[src/rtl/gain_ramp_ctrl.sv]
`default_nettype none
// ============================================================================
// Module      : gain_ramp_ctrl
// Description : Ramps the applied gain word toward the effective target
//               (latched target, or zero while muted) by a fixed step per
//               audio sample strobe, so gain changes and mute never click.
// Revision    : 1.0 - initial release
// ============================================================================
module gain_ramp_ctrl #(
    parameter int GAIN_W         = 16,
    parameter int BITS_PER_LEVEL = 12,
    parameter int RAMP_STEP      = 16,
    parameter int RESET_GAIN     = 0
) (
    input  logic              i_clk,
    input  logic              i_rst,
    input  logic              i_sample_valid,
    input  logic [GAIN_W-1:0] i_target_gain,
    input  logic              i_target_load,
    input  logic              i_mute,
    output logic [GAIN_W-1:0] o_gain,
    output logic              o_ramping,
    output logic              o_settled
);

    localparam logic [0:0]        c_IDLE       = 1'b0;
    localparam logic [0:0]        c_RAMP       = 1'b1;
    localparam logic [GAIN_W:0]   c_STEP_WIDE  = (GAIN_W+1)'(RAMP_STEP);
    localparam logic [GAIN_W-1:0] c_STEP       = c_STEP_WIDE[GAIN_W-1:0];
    localparam logic [GAIN_W-1:0] c_RESET_GAIN = GAIN_W'(RESET_GAIN);

    // Reject configurations the gain stage or the stepper cannot support.
    if (RAMP_STEP < 1) begin : g_bad_step
        $error("gain_ramp_ctrl: RAMP_STEP must be at least 1");
    end
    if (BITS_PER_LEVEL >= GAIN_W) begin : g_bad_fraction
        $error("gain_ramp_ctrl: unity gain does not fit in GAIN_W bits");
    end

    logic [0:0]        r_state;
    logic [0:0]        w_state_nxt;
    logic [GAIN_W-1:0] r_target;
    logic [GAIN_W-1:0] r_gain;
    logic [GAIN_W-1:0] w_gain_nxt;
    logic              r_settled;
    logic              w_settle_nxt;
    logic [GAIN_W-1:0] w_eff;
    logic [GAIN_W:0]   w_sum;
    logic [GAIN_W-1:0] w_up;
    logic              w_borrow;
    logic [GAIN_W-1:0] w_diff;
    logic [GAIN_W-1:0] w_dn;

    // Effective target and the clamped up/down step candidates.
    always_comb begin
        w_eff    = i_mute ? '0 : r_target;
        // One extra bit so a target near full scale cannot wrap the sum.
        w_sum    = {1'b0, r_gain} + c_STEP_WIDE;
        w_up     = (w_sum > {1'b0, w_eff}) ? w_eff : w_sum[GAIN_W-1:0];
        // Borrow means the step would go below zero, so clamp to target.
        w_borrow = ({1'b0, r_gain} < c_STEP_WIDE);
        w_diff   = r_gain - c_STEP;
        w_dn     = (w_borrow || (w_diff < w_eff)) ? w_eff : w_diff;
    end

    // Next-state, next-gain and settle-pulse decode.
    always_comb begin
        w_state_nxt  = r_state;
        w_gain_nxt   = r_gain;
        w_settle_nxt = 1'b0;
        if (r_state == c_IDLE) begin
            if (r_gain != w_eff) begin
                w_state_nxt = c_RAMP;
            end
        end else begin
            if (r_gain == w_eff) begin
                w_state_nxt  = c_IDLE;
                w_settle_nxt = 1'b1;
            end else if (i_sample_valid) begin
                w_gain_nxt = (r_gain < w_eff) ? w_up : w_dn;
            end
        end
    end

    // State, gain, target and settle-pulse registers.
    always_ff @(posedge i_clk) begin
        if (i_rst) begin
            r_state   <= c_IDLE;
            r_gain    <= c_RESET_GAIN;
            r_target  <= c_RESET_GAIN;
            r_settled <= 1'b0;
        end else begin
            r_state   <= w_state_nxt;
            r_gain    <= w_gain_nxt;
            r_settled <= w_settle_nxt;
            if (i_target_load) begin
                r_target <= i_target_gain;
            end
        end
    end

    assign o_gain    = r_gain;
    assign o_ramping = (r_state == c_RAMP);
    assign o_settled = r_settled;

endmodule
`default_nettype wire

[config.mk]
export PLATFORM = sky130hd
export DESIGN_NAME = gain_ramp_ctrl
export DESIGN_NICKNAME = d
export VERILOG_FILES = /design/src/rtl/gain_ramp_ctrl.sv
export SDC_FILE = /design/constraint.sdc
export NUM_CORES = 1
export LEC_CHECK = 0
export BUFFER_PORTS_ARGS = -buffer_cell sky130_fd_sc_hd__buf_4
export CORE_ASPECT_RATIO = 0.75
export CORE_MARGIN = 4
export CORE_UTILIZATION = 40
export CTS_CLUSTER_SIZE = 16
export DETAILED_ROUTE_END_ITERATION = 10
export PLACE_DENSITY = 0.56
export SKIP_CTS_REPAIR_TIMING = 1
export SLEW_MARGIN = 20
export SYNTH_ARGS = -nofsm -noshare
export SYNTH_HDL_FRONTEND = slang
export SYNTH_SLANG_ARGS = --single-unit
[constraint.sdc]
create_clock -name i_clk -period 3.8 [get_ports i_clk]
set_input_delay 0.76 -clock i_clk [delete_from_list [all_inputs] [get_ports i_clk]]
set_output_delay 0.76 -clock i_clk [all_outputs]
set_load 0.005 [all_outputs]
### After elaboration in Yosys (flattened, before gate mapping)

Cells that the tools add are included.

* register bits: 34
* bits of input ports: 21
* output and inout port bits: 18
* word-level logic and storage cells: 25

* add/sub/neg operators: 2
* magnitude comparators: 4
* equal/unequal tests: 2
* mux-type cells: 8
* bitwise operators: 2
* reduce and logical (&&, ||, !) cells: 3

Operators with widths (number)
* $mux W16: 4
* $lt A16 B16 Y1: 2
* $add A16 B5 Y17 const B: 1
* $gt A17 B16 Y1: 1
* $eq A16 B16 Y1: 1
* $lt A16 B5 Y1 const B: 1
* $ne A16 B16 Y1: 1
* $sub A16 B5 Y16 const B: 1
* $mux W1: 4
* $reduce_and A3 Y1: 1
* $not A1 Y1: 2
* $reduce_or A2 Y1: 1
* $logic_or A1 B1 Y1: 1

### Longest topological paths before layout

Gate-level depths: netlist (run 1).

* depth after elaboration: 5
* mapped depth: 17
* gate-level depth less buffers: 15

### Worst setup path after synthesis (run 1)

OpenSTA, ideal clock, no wires.

* path kind: register -> register
* from: register r_gain[6], in the netlist o_gain[6]
* to: register r_gain[12], in the netlist o_gain[12]
* library setup time: 119 ps
* data arrival time: 3384 ps
* required time: 3681 ps
* path slack: 297 ps
* stages on the path, launching flop included: 16
* buffers on the path: 1
* clock period less this slack: 3503 ps
* cells stage by stage: dfxtp_1 -> buf_2 -> and2_1 -> and4_1 -> and3_1 -> nand3_1 -> xnor2_1 -> ha_1 -> and3_4 -> a221o_1 -> a31oi_2 -> o2111ai_2 -> a211o_2 -> or3_1 -> o22ai_1 -> nor3_1

* cells in the longest elaborated chain, start to end: 5
* elaborated cells on any way between the ends: 13
* those cells by class: add/sub: 2; order compare: 4; eq/ne: 1; mux: 3; bitwise: 1; reduce/logical: 2

RTL lines
* start: declaration: RTL line 43 `logic [GAIN_W-1:0] r_gain;`
* start signal: assignment: RTL line 89 `r_gain <= c_RESET_GAIN;`
* start signal: assignment: RTL line 94 `r_gain <= w_gain_nxt;`
* $sub A16 B5 Y16: RTL line 62 `w_diff = r_gain - c_STEP;`
* $lt A16 B16 Y1: RTL line 63 `w_dn = (w_borrow || (w_diff < w_eff)) ? w_eff : w_diff;`
* $logic_or A1 B1 Y1: RTL line 63
* $mux W16: RTL line 63
* $mux W16: RTL line 80 `w_gain_nxt = (r_gain < w_eff) ? w_up : w_dn;`

Parallel ways exist; a longest one is shown, timed or not.
A chain may end at the register's enable or synchronous reset.

### Worst setup path after layout (run 1)

Same ends and word-level chain as after synthesis.

==> impl_metrics.env, run 1 <==
export IMPL_status="completed"
export IMPL_fin_area_sq_mm=0.00351
export IMPL_critPathArrivalTime_ns=3.84
export IMPL_yosys_top_cells_count="49 x nand2_1, 41 x ha_1, 34 x dfxtp_1"
export IMPL_finClkSkew_ns=0.00435
export IMPL_numCtsBuffers=5
export IMPL_boundaryPins=39
export IMPL_fin_nets=472
export IMPL_synth_cell_types=47
export IMPL_grt_overflow=0
export IMPL_hp_class="flop to flop"
export IMPL_syn_inst=338
export IMPL_dieArea_sq_mm=0.00831
export IMPL_syn_nets=400
export IMPL_area_growth_pct=27.2
export IMPL_power_leakage_nw=1.58
export IMPL_yosys_warnings=0
export IMPL_core_region_area_sq_mm=0.00651
export IMPL_rows=25
export IMPL_firstDrtPassIters=5
export IMPL_drt_initial_drc_count=129
export IMPL_placed_area_sq_mm=0.00337
export IMPL_synth_edf_count=0
export IMPL_clk_path_buf_depth=2
export IMPL_rrSetupSlack_ns=0.14
export IMPL_finalHoldViolCount=0
export IMPL_holdCritStartpoint="o_gain[1]$_SDFFE_PP0P_"
export IMPL_finalSetupViolCount=0
export IMPL_grt_pass1_vias=2756
export IMPL_period_needed_ns=3.66
export IMPL_synth_most_common_cell="nand2_1"
export IMPL_ys_top_cells_by_area="dfxtp_1 25%, ha_1 19%, nand2_1 6.7%"
export IMPL_cts_root_buf="clkbuf_8"
export IMPL_layout_drive_gt1_share_pct=25.1
export IMPL_htree_levels=2
export IMPL_relSlewSlack_pct=62.8
export IMPL_r2r_start="o_gain[6]$_SDFFE_PP0P_"
export IMPL_end_kind="flop"
export IMPL_worstRegToRegCells=14
export IMPL_reg2reg_to="o_gain[12]$_SDFFE_PP0P_"
export IMPL_finalCritPeriodShare_pct=96.4
export IMPL_tritoncts="built"
export IMPL_power_density_mw_per_mm2=840
export IMPL_grt_max_degree=33
export IMPL_antenna_found_initial=0
export IMPL_synth_top_cell_by_area="dfxtp_1"
export IMPL_synth_top_area_share_pct=24.6
export IMPL_synth_seq_area_share_pct=24.6
export IMPL_peakVddDrop_mv=0.365
export IMPL_critPathRequiredTime_ns=3.98
export IMPL_diodes=0
export IMPL_cts_reportedPaths_clkPinSlew_ns=0.07
export IMPL_avgSynthCellArea_sq_um=8.17
export IMPL_tns_ns=0
export IMPL_grt_usage_pct=21.9
export IMPL_cap_viol_max_count=0
export IMPL_tightest_slew_ns=0.556
export IMPL_fp_dieH_um=80.0
export IMPL_slew_violations=0
export IMPL_synthArstFlopShare_pct=0
export IMPL_final_antenna_net_count=0
export IMPL_path_max_fanout=5
export IMPL_min_delay_path_depth=2
export IMPL_drc=0
export IMPL_start_kind="flop"
export IMPL_multiInputGateArea_sq_mm=0.00202
export IMPL_synth_main_ff_cell="dfxtp_1"
export IMPL_clk_latency_ns=0.28
export IMPL_grt_pass1_wl_um=14300
export IMPL_rsz0062_at_grt="no"
export IMPL_die_w_um=104
export IMPL_num_fill_cells=637
export IMPL_gp_congestion=0.957
export IMPL_dp_hpwl_um=7120
export IMPL_wl_per_cell_um=17.8
export IMPL_dr_total_vias=2764
export IMPL_clock_sinks=34
export IMPL_crit_type="flop to flop"
export IMPL_max_freq_mhz=273
export IMPL_viasPerCell=5.62
export IMPL_yosys_register_bits=34
export IMPL_port_buffers=38
export IMPL_routed_wl_um=8770
export IMPL_initial_core_util_pct=42.4
export IMPL_syn_area_sq_mm=0.00276
export IMPL_ff_latch_area_sq_um=683
export IMPL_hold_path_end="o_gain[1]$_SDFFE_PP0P_"
## where the power goes
group / switching, mW / internal, mW
logic: 1.20 / 0.990
registers: 0.0724 / 0.409
clock network: 0.136 / 0.146
total: 1.41 / 1.55
## state kept, by name, indices dropped and copies added (netlist names)
name and cells:
o_gain 16, r_target 16, o_ramping 1, o_settled 1
## layout make-up
type                    count  share of cell area, %
flip-flops and latches     34                   19.4
repair buffers             78                   16.7
inverters                   8                  0.855
clock inverters             1                  0.142
well taps                  81                   2.88
clock buffers               7                   2.46
multi-input cells         283                   57.5
## worst max-delay path, stage by stage (launching register included)
cell and delay, ns:
dfxtp_2 0.35, and2_4 0.15, and4_1 0.21, and3_2 0.24
nand3_1 0.13, xnor2_2 0.19, ha_1 0.33, and3_4 0.21
a221o_1 0.39, a31oi_2 0.20, o2111ai_2 0.17, a211o_2 0.43
or3_1 0.33, o22ai_1 0.15, nor3_1 0.07
## metal layers
layer  vias to the layer above  global-route usage, %  part of all wire [%]
met3                        10                   5.42                   6.7
met4                         0                   5.98                   1.5
met2                        82                   33.9                    43
li1                       1385                      -                     -
met5                         -                      0                     0
met1                      1287                   30.4                    49
## placed cells by master (no fill, tap or decap), drive strengths merged, types with 3 or more instances in the layout
| cell type | instances |
|---|---|
| nor2 | 34 |
| nor3 | 8 |
| a21oi | 27 |
| mux2i | 17 |
| o31ai | 4 |
| or2 | 4 |
| a221oi | 6 |
| and2 | 3 |
| dfxtp | 34 |
| inv | 7 |
| nand4 | 9 |
| o22ai | 4 |
| xnor2 | 11 |
| buf | 78 |
| clkbuf | 7 |
| and3 | 5 |
| nand2 | 49 |
| nor4 | 3 |
| nand3 | 8 |
| ha | 41 |
| o21ai | 5 |
| o211ai | 3 |
| xor2 | 9 |
| a211oi | 10 |
| nor2b | 4 |
## worst max path at each step
stage / end / slack, ns / cells past startpoint / start
CTS: o_gain[7]$_SDFFE_PP0P_ / 0.11 / 14 / o_gain[6]$_SDFFE_PP0P_
finish: o_gain[12]$_SDFFE_PP0P_ / 0.14 / 14 / o_gain[6]$_SDFFE_PP0P_
detailed placement: o_gain[11]$_SDFFE_PP0P_ / 0.14 / 13 / i_mute
floorplan: o_gain[12]$_SDFFE_PP0P_ / 0.30 / 15 / o_gain[6]$_SDFFE_PP0P_
global placement: o_gain[11]$_SDFFE_PP0P_ / 0.12 / 13 / i_mute
global route: o_gain[12]$_SDFFE_PP0P_ / 0.01 / 13 / o_gain[10]$_SDFFE_PP0P_
## kinds of logic after synthesis
logic type      synth area share (%)
compound gates                  18.0
xor+xnor                        6.34
fa+ha+maj                       18.6
buf+inv                         2.99
flops                           24.6
mux                             6.16
simple gates                    23.2
## through the flow
| step | hold slack, ns | cells | setup WS [ns] | util, % | power [mW] |
|---|---|---|---|---|---|
| final | 0.483 | 492 | 0.136 | 54.0 | 2.95 |
| after global routing | 0.505 | 492 | 0.0148 | 54.0 | 3.21 |
| after CTS | 0.488 | 489 | 0.111 | 53.3 | 2.88 |
| after detailed placement | 0.478 | 481 | 0.139 | 51.8 | 2.58 |
| after global placement | 0.468 | 481 | 0.120 | 51.8 | 2.56 |
| after floorplan | 0.452 | 338 | 0.297 | - | 1.78 |
(Power assumes the default switching activity.)
==> run 2, diff against run 1 <==
- SETUP_SLACK_MARGIN: unset -> 0.3
==> impl_metrics.env, run 2 (same netlist as run 1, synthesis figures left out) <==
export IMPL_status="completed"
export IMPL_peakVddDrop_mv=0.330
export IMPL_cpPeakStageDelay_ns=0.40
export IMPL_rsz0062_at_grt="yes"
export IMPL_final_antenna_net_count=0
export IMPL_critPathArrivalTime_ns=3.73
export IMPL_power_leakage_nw=1.63
export IMPL_power_density_mw_per_mm2=889
export IMPL_fp_dieH_um=80.0
export IMPL_dp_hpwl_um=6880
export IMPL_finalHoldViolCount=0
export IMPL_grt_overflow=0
export IMPL_fin_area_sq_mm=0.00373
export IMPL_dr_total_vias=2744
export IMPL_grt_max_degree=33
export IMPL_clk_latency_ns=0.29
export IMPL_comb_power_share_pct=72.8
export IMPL_wl_per_cell_um=18.0
export IMPL_pwr_share_seq_pct=14.8
export IMPL_clk_path_buf_depth=2
export IMPL_num_fill_cells=621
export IMPL_placed_area_sq_mm=0.00339
export IMPL_die_w_um=104
export IMPL_viasPerCell=5.54
export IMPL_finClkSkew_ns=0.0103
export IMPL_relSlewSlack_pct=64.0
export IMPL_clock_sinks=34
export IMPL_fin_nets=475
export IMPL_area_growth_pct=35.0
export IMPL_port_buffers=38
export IMPL_max_freq_mhz=282
export IMPL_tns_ns=0
export IMPL_period_needed_ns=3.54
export IMPL_cts_reportedPaths_clkPinSlew_ns=0.08
export IMPL_antenna_found_initial=0
export IMPL_grt_usage_pct=21.3
export IMPL_htree_levels=2
export IMPL_numCtsBuffers=5
export IMPL_grt_pass1_vias=2672
export IMPL_gp_congestion=0.917
export IMPL_drc=0
export IMPL_routed_wl_um=8920
export IMPL_finalCritPeriodShare_pct=93.2
export IMPL_path_cells="and2_4 > and4_4 > and3_4 > nand3_4 > xnor2_2 > ha_1 > and3_4 > a221o_1 > a31oi_4 > o2111ai_4 > a211o_4 > or3_1 > o22ai_2 > nor3_2"
export IMPL_cts_root_buf="clkbuf_8"
export IMPL_final_util_pct=57.3
export IMPL_internal_power_mw=1.78
export IMPL_firstDrtPassIters=4
export IMPL_initial_core_util_pct=42.4
export IMPL_layout_drive_gt1_share_pct=30.9
export IMPL_p_clk_share_pct=12.4
export IMPL_start_kind="flop"
export IMPL_core_region_area_sq_mm=0.00651
export IMPL_netSwitchingPower_mw=1.53
export IMPL_fin_total_pwr_mw=3.31
export IMPL_critical_path_slowest_cell="a211o_4"
export IMPL_p_sw_share_pct=46.3
export IMPL_grt_pass1_wl_um=14100
export IMPL_diodes=0
export IMPL_path_max_fanout=5
export IMPL_crit_type="flop to flop"
export IMPL_critPathRequiredTime_ns=3.99
export IMPL_cap_viol_max_count=0
export IMPL_dieArea_sq_mm=0.00831
export IMPL_finalSetupViolCount=0
export IMPL_tritoncts="built"
export IMPL_tightest_slew_ns=0.540
export IMPL_slew_violations=0
export IMPL_end_kind="flop"
export IMPL_most_common_layout_cells="79 x buf_4, 47 x nand2_1, 39 x ha_1"
export IMPL_boundaryPins=39
export IMPL_hp_class="flop to flop"
export IMPL_drt_initial_drc_count=143
export IMPL_rows=25
export IMPL_final_common_cell="buf_4"
export IMPL_crit_top_cell="and3_4"
run 2: worst max-delay path: cells and delay by family, from the launching register on:
family          cells  cell delay, ns
flops               1            0.36
simple gates        7            1.33
compound gates      5            1.31
xor+xnor            1            0.19
fa+ha+maj           1            0.25
run 2: cell type report:
class | count | area [sq um] | share of cell area, %
well taps | 81 | 101 | 2.72
clock inverters | 3 | 68.8 | 1.85
repair buffers | 81 | 624 | 16.8
inverters | 8 | 30.0 | 0.806
clock buffers | 5 | 68.8 | 1.85
multi-input cells | 283 | 2140 | 57.5
flip-flops and latches | 34 | 691 | 18.5
run 2: worst paths after layout:
check | from | to | slack [ns] | cells after the start
max reg2reg | o_gain[6]$_SDFFE_PP0P_ | o_gain[12]$_SDFFE_PP0P_ | 0.26 | 14
min reg2reg | o_gain[3]$_SDFFE_PP0P_ | o_gain[3]$_SDFFE_PP0P_ | 0.49 | 2
max | o_gain[6]$_SDFFE_PP0P_ | o_gain[12]$_SDFFE_PP0P_ | 0.26 | 14
min | o_gain[3]$_SDFFE_PP0P_ | o_gain[3]$_SDFFE_PP0P_ | 0.49 | 2
run 2: power groups by stage:
stage / clock network [mW] / registers, mW / logic (mW)
2_1_floorplan: 0 / 0.469 / 1.32
3_3_place_gp: 0 / 0.481 / 2.16
3_5_place_dp: 0 / 0.479 / 2.15
4_1_cts: 0.419 / 0.472 / 2.17
5_1_grt: 0.435 / 0.495 / 2.68
6_report: 0.411 / 0.489 / 2.41
run 2: per-stage QoR:
step                setup WS (ns)  hold slack (ns)  std cells
global route                0.140            0.512        495
detailed placement         0.0881            0.481        481
CTS                        0.0767            0.493        489
global placement           0.0937            0.478        481
finish                      0.258            0.489        495
floorplan                   0.315            0.452        338
run 2: metal layers:
metal,global-route usage [%],up-vias,wire length [um]
met5,0,-,0
met4,3.72,0,95
met3,3.64,11,486
met2,33.7,68,3990
met1,30.7,1281,4350
li1,-,1384,-
==> run 3, diff against run 2 <==
- ABC_AREA: unset -> 0
- GPL_TIMING_DRIVEN: unset -> 0
- clock period: 3.8 -> 3.41 ns (I/O delays scaled with it)
==> impl_metrics.env, run 3 (same netlist as run 1, synthesis figures left out) <==
export IMPL_clock_sinks=34
export IMPL_critPathArrivalTime_ns=3.91
export IMPL_critical_path_top_delay_family="compound AO/OA/AOI/OAI gates"
export IMPL_antenna_found_initial=0
export IMPL_layout_drive_gt1_share_pct=34.2
export IMPL_power_leakage_nw=1.65
export IMPL_final_common_cell="buf_4"
export IMPL_cap_viol_max_count=0
export IMPL_core_region_area_sq_mm=0.00651
export IMPL_viasPerCell=5.61
export IMPL_initial_core_util_pct=42.4
export IMPL_status="finished, violations left"
export IMPL_rsz0062_at_grt="yes"
export IMPL_most_common_layout_cells="64 x buf_4, 41 x ha_1, 40 x nand2_1"
export IMPL_holdCritStartpoint="o_gain[2]$_SDFFE_PP0P_"
export IMPL_die_w_um=104
export IMPL_area_growth_pct=36.8
export IMPL_cpPeakStageDelay_ns=0.41
export IMPL_start_kind="flop"
export IMPL_critical_path_slowest_cell="a211o_4"
export IMPL_boundaryPins=39
export IMPL_clk_path_buf_depth=2
export IMPL_max_freq_mhz=269
export IMPL_tritoncts="built"
export IMPL_firstDrtPassIters=4
export IMPL_crit_type="flop to flop"
export IMPL_gp_congestion=0.866
export IMPL_rows=25
export IMPL_path_max_fanout=6
export IMPL_worstRegToRegCells=15
export IMPL_crit_top_cell="and3_4"
export IMPL_finalHoldViolCount=0
export IMPL_met1_usage_pct=31.8
export IMPL_cts_root_buf="clkbuf_8"
export IMPL_routed_wl_um=9150
export IMPL_power_density_mw_per_mm2=1040
export IMPL_fin_nets=474
export IMPL_finalSetupViolCount=16
export IMPL_grt_pass1_wl_um=13800
export IMPL_grt_use_met3_pct=3.80
export IMPL_critPathRequiredTime_ns=3.61
export IMPL_dr_total_vias=2768
export IMPL_layout_setup_ws_ns=-0.308
export IMPL_grt_overflow=0
export IMPL_hold_path_end="o_gain[2]$_SDFFE_PP0P_"
export IMPL_placed_area_sq_mm=0.00321
export IMPL_slew_violations=0
export IMPL_reg2reg_to="o_gain[12]$_SDFFE_PP0P_"
export IMPL_finClkSkew_ns=0.0154
export IMPL_peakVddDrop_mv=0.585
export IMPL_grt_pass1_vias=2551
export IMPL_tightest_slew_ns=0.977
export IMPL_path_cells="buf_6 > and2_4 > and4_4 > and3_4 > nand3_4 > xnor2_2 > ha_1 > and3_4 > a221o_1 > a31oi_4 > o2111ai_4 > a211o_4 > or3_1 > o22ai_1 > nor3_1"
export IMPL_fin_area_sq_mm=0.00378
export IMPL_clk_latency_ns=0.30
export IMPL_grt_busiest_layer="met1"
export IMPL_grt_use_met2_pct=31.6
export IMPL_relSlewSlack_pct=34.9
export IMPL_rrSetupSlack_ns=-0.31
export IMPL_dieArea_sq_mm=0.00831
export IMPL_num_fill_cells=609
export IMPL_min_delay_path_depth=2
export IMPL_numCtsBuffers=5
export IMPL_finalCritPeriodShare_pct=109
export IMPL_cts_reportedPaths_clkPinSlew_ns=0.09
export IMPL_r2r_start="o_gain[6]$_SDFFE_PP0P_"
export IMPL_hp_class="flop to flop"
export IMPL_fin_total_pwr_mw=3.92
export IMPL_wl_per_cell_um=18.6
export IMPL_drc=0
export IMPL_violations="setup timing"
export IMPL_dp_hpwl_um=6560
export IMPL_diodes=0
export IMPL_grt_max_degree=11
export IMPL_end_kind="flop"
export IMPL_drt_initial_drc_count=148
export IMPL_htree_levels=2
export IMPL_grt_usage_pct=21.2
export IMPL_fp_dieH_um=80.0
export IMPL_port_buffers=37
export IMPL_final_antenna_net_count=0
export IMPL_crit_buf_inv=1
export IMPL_period_needed_ns=3.72
-- run 3: cell types whose count changed in the layout (fill, tap and decap cells not counted), moves of 6 or more --
| cell | before | now |
|---|---|---|
| buf_4 | 79 | 64 |
| a211oi_2 | 2 | 8 |
| nand2_1 | 47 | 40 |
| a211oi_1 | 7 | 1 |
-- run 3: layer usage --
metal / vias up / routed length (um)
li1: 1390 / -
met1: 1283 / 4580
met2: 79 / 3890
met3: 16 / 519
met4: 0 / 165
met5: - / 0
-- run 3: worst max path at each step --
stage / start / to / slack [ns] / cells past startpoint
after floorplan: o_gain[6]$_SDFFE_PP0P_ / o_gain[12]$_SDFFE_PP0P_ / 0.02 / 15
after global placement: i_mute / o_gain[13]$_SDFFE_PP0P_ / -1.04 / 13
after detailed placement: i_mute / o_gain[13]$_SDFFE_PP0P_ / -1.00 / 13
after CTS: i_mute / o_gain[13]$_SDFFE_PP0P_ / -0.70 / 13
after global routing: o_gain[6]$_SDFFE_PP0P_ / o_gain[12]$_SDFFE_PP0P_ / -0.42 / 15
final: o_gain[6]$_SDFFE_PP0P_ / o_gain[12]$_SDFFE_PP0P_ / -0.31 / 15
-- run 3: area by class of cell --
type	instances	area (sq um)	area share, %
Multi-Input combinational cell	283	2290	60.6
Sequential cell	34	687	18.2
Timing Repair Buffer	67	514	13.6
Tap cell	81	101	2.68
Buffer	13	76.3	2.02
Clock buffer	5	68.8	1.82
Inverter	8	30.0	0.795
Clock inverter	2	10.0	0.265
-- run 3: where the power goes --
group          switching (mW)  leakage, nW  total [mW]  internal [mW]
clock network           0.167       0.0438       0.305          0.138
logic                    1.66         1.32        3.07           1.41
registers              0.0895        0.281       0.547          0.458
-- run 3: worst reg2reg max path: stages (launching register included) --
cell and delay (ns):
dfxtp_2 0.36, buf_6 0.13, and2_4 0.16, and4_4 0.25
and3_4 0.23, nand3_4 0.08, xnor2_2 0.16, ha_1 0.32
and3_4 0.19, a221o_1 0.38, a31oi_4 0.23, o2111ai_4 0.17
a211o_4 0.41, or3_1 0.33, o22ai_1 0.14, nor3_1 0.08
-- run 3: per-stage QoR --
| step | setup TNS [ns] | utilization, % | std cells | hold slack, ns | setup WS (ns) |
|---|---|---|---|---|---|
| 6_report | -3.26 | 58.1 | 493 | 0.485 | -0.308 |
| 3_5_place_dp | -14.42 | 49.4 | 456 | 0.478 | -1.00 |
| 2_1_floorplan | 0 | - | 338 | 0.446 | 0.0235 |
| 3_3_place_gp | -14.90 | 49.4 | 456 | 0.470 | -1.04 |
| 5_1_grt | -5.39 | 58.1 | 493 | 0.531 | -0.420 |
| 4_1_cts | -9.65 | 50.6 | 463 | 0.490 | -0.697 |
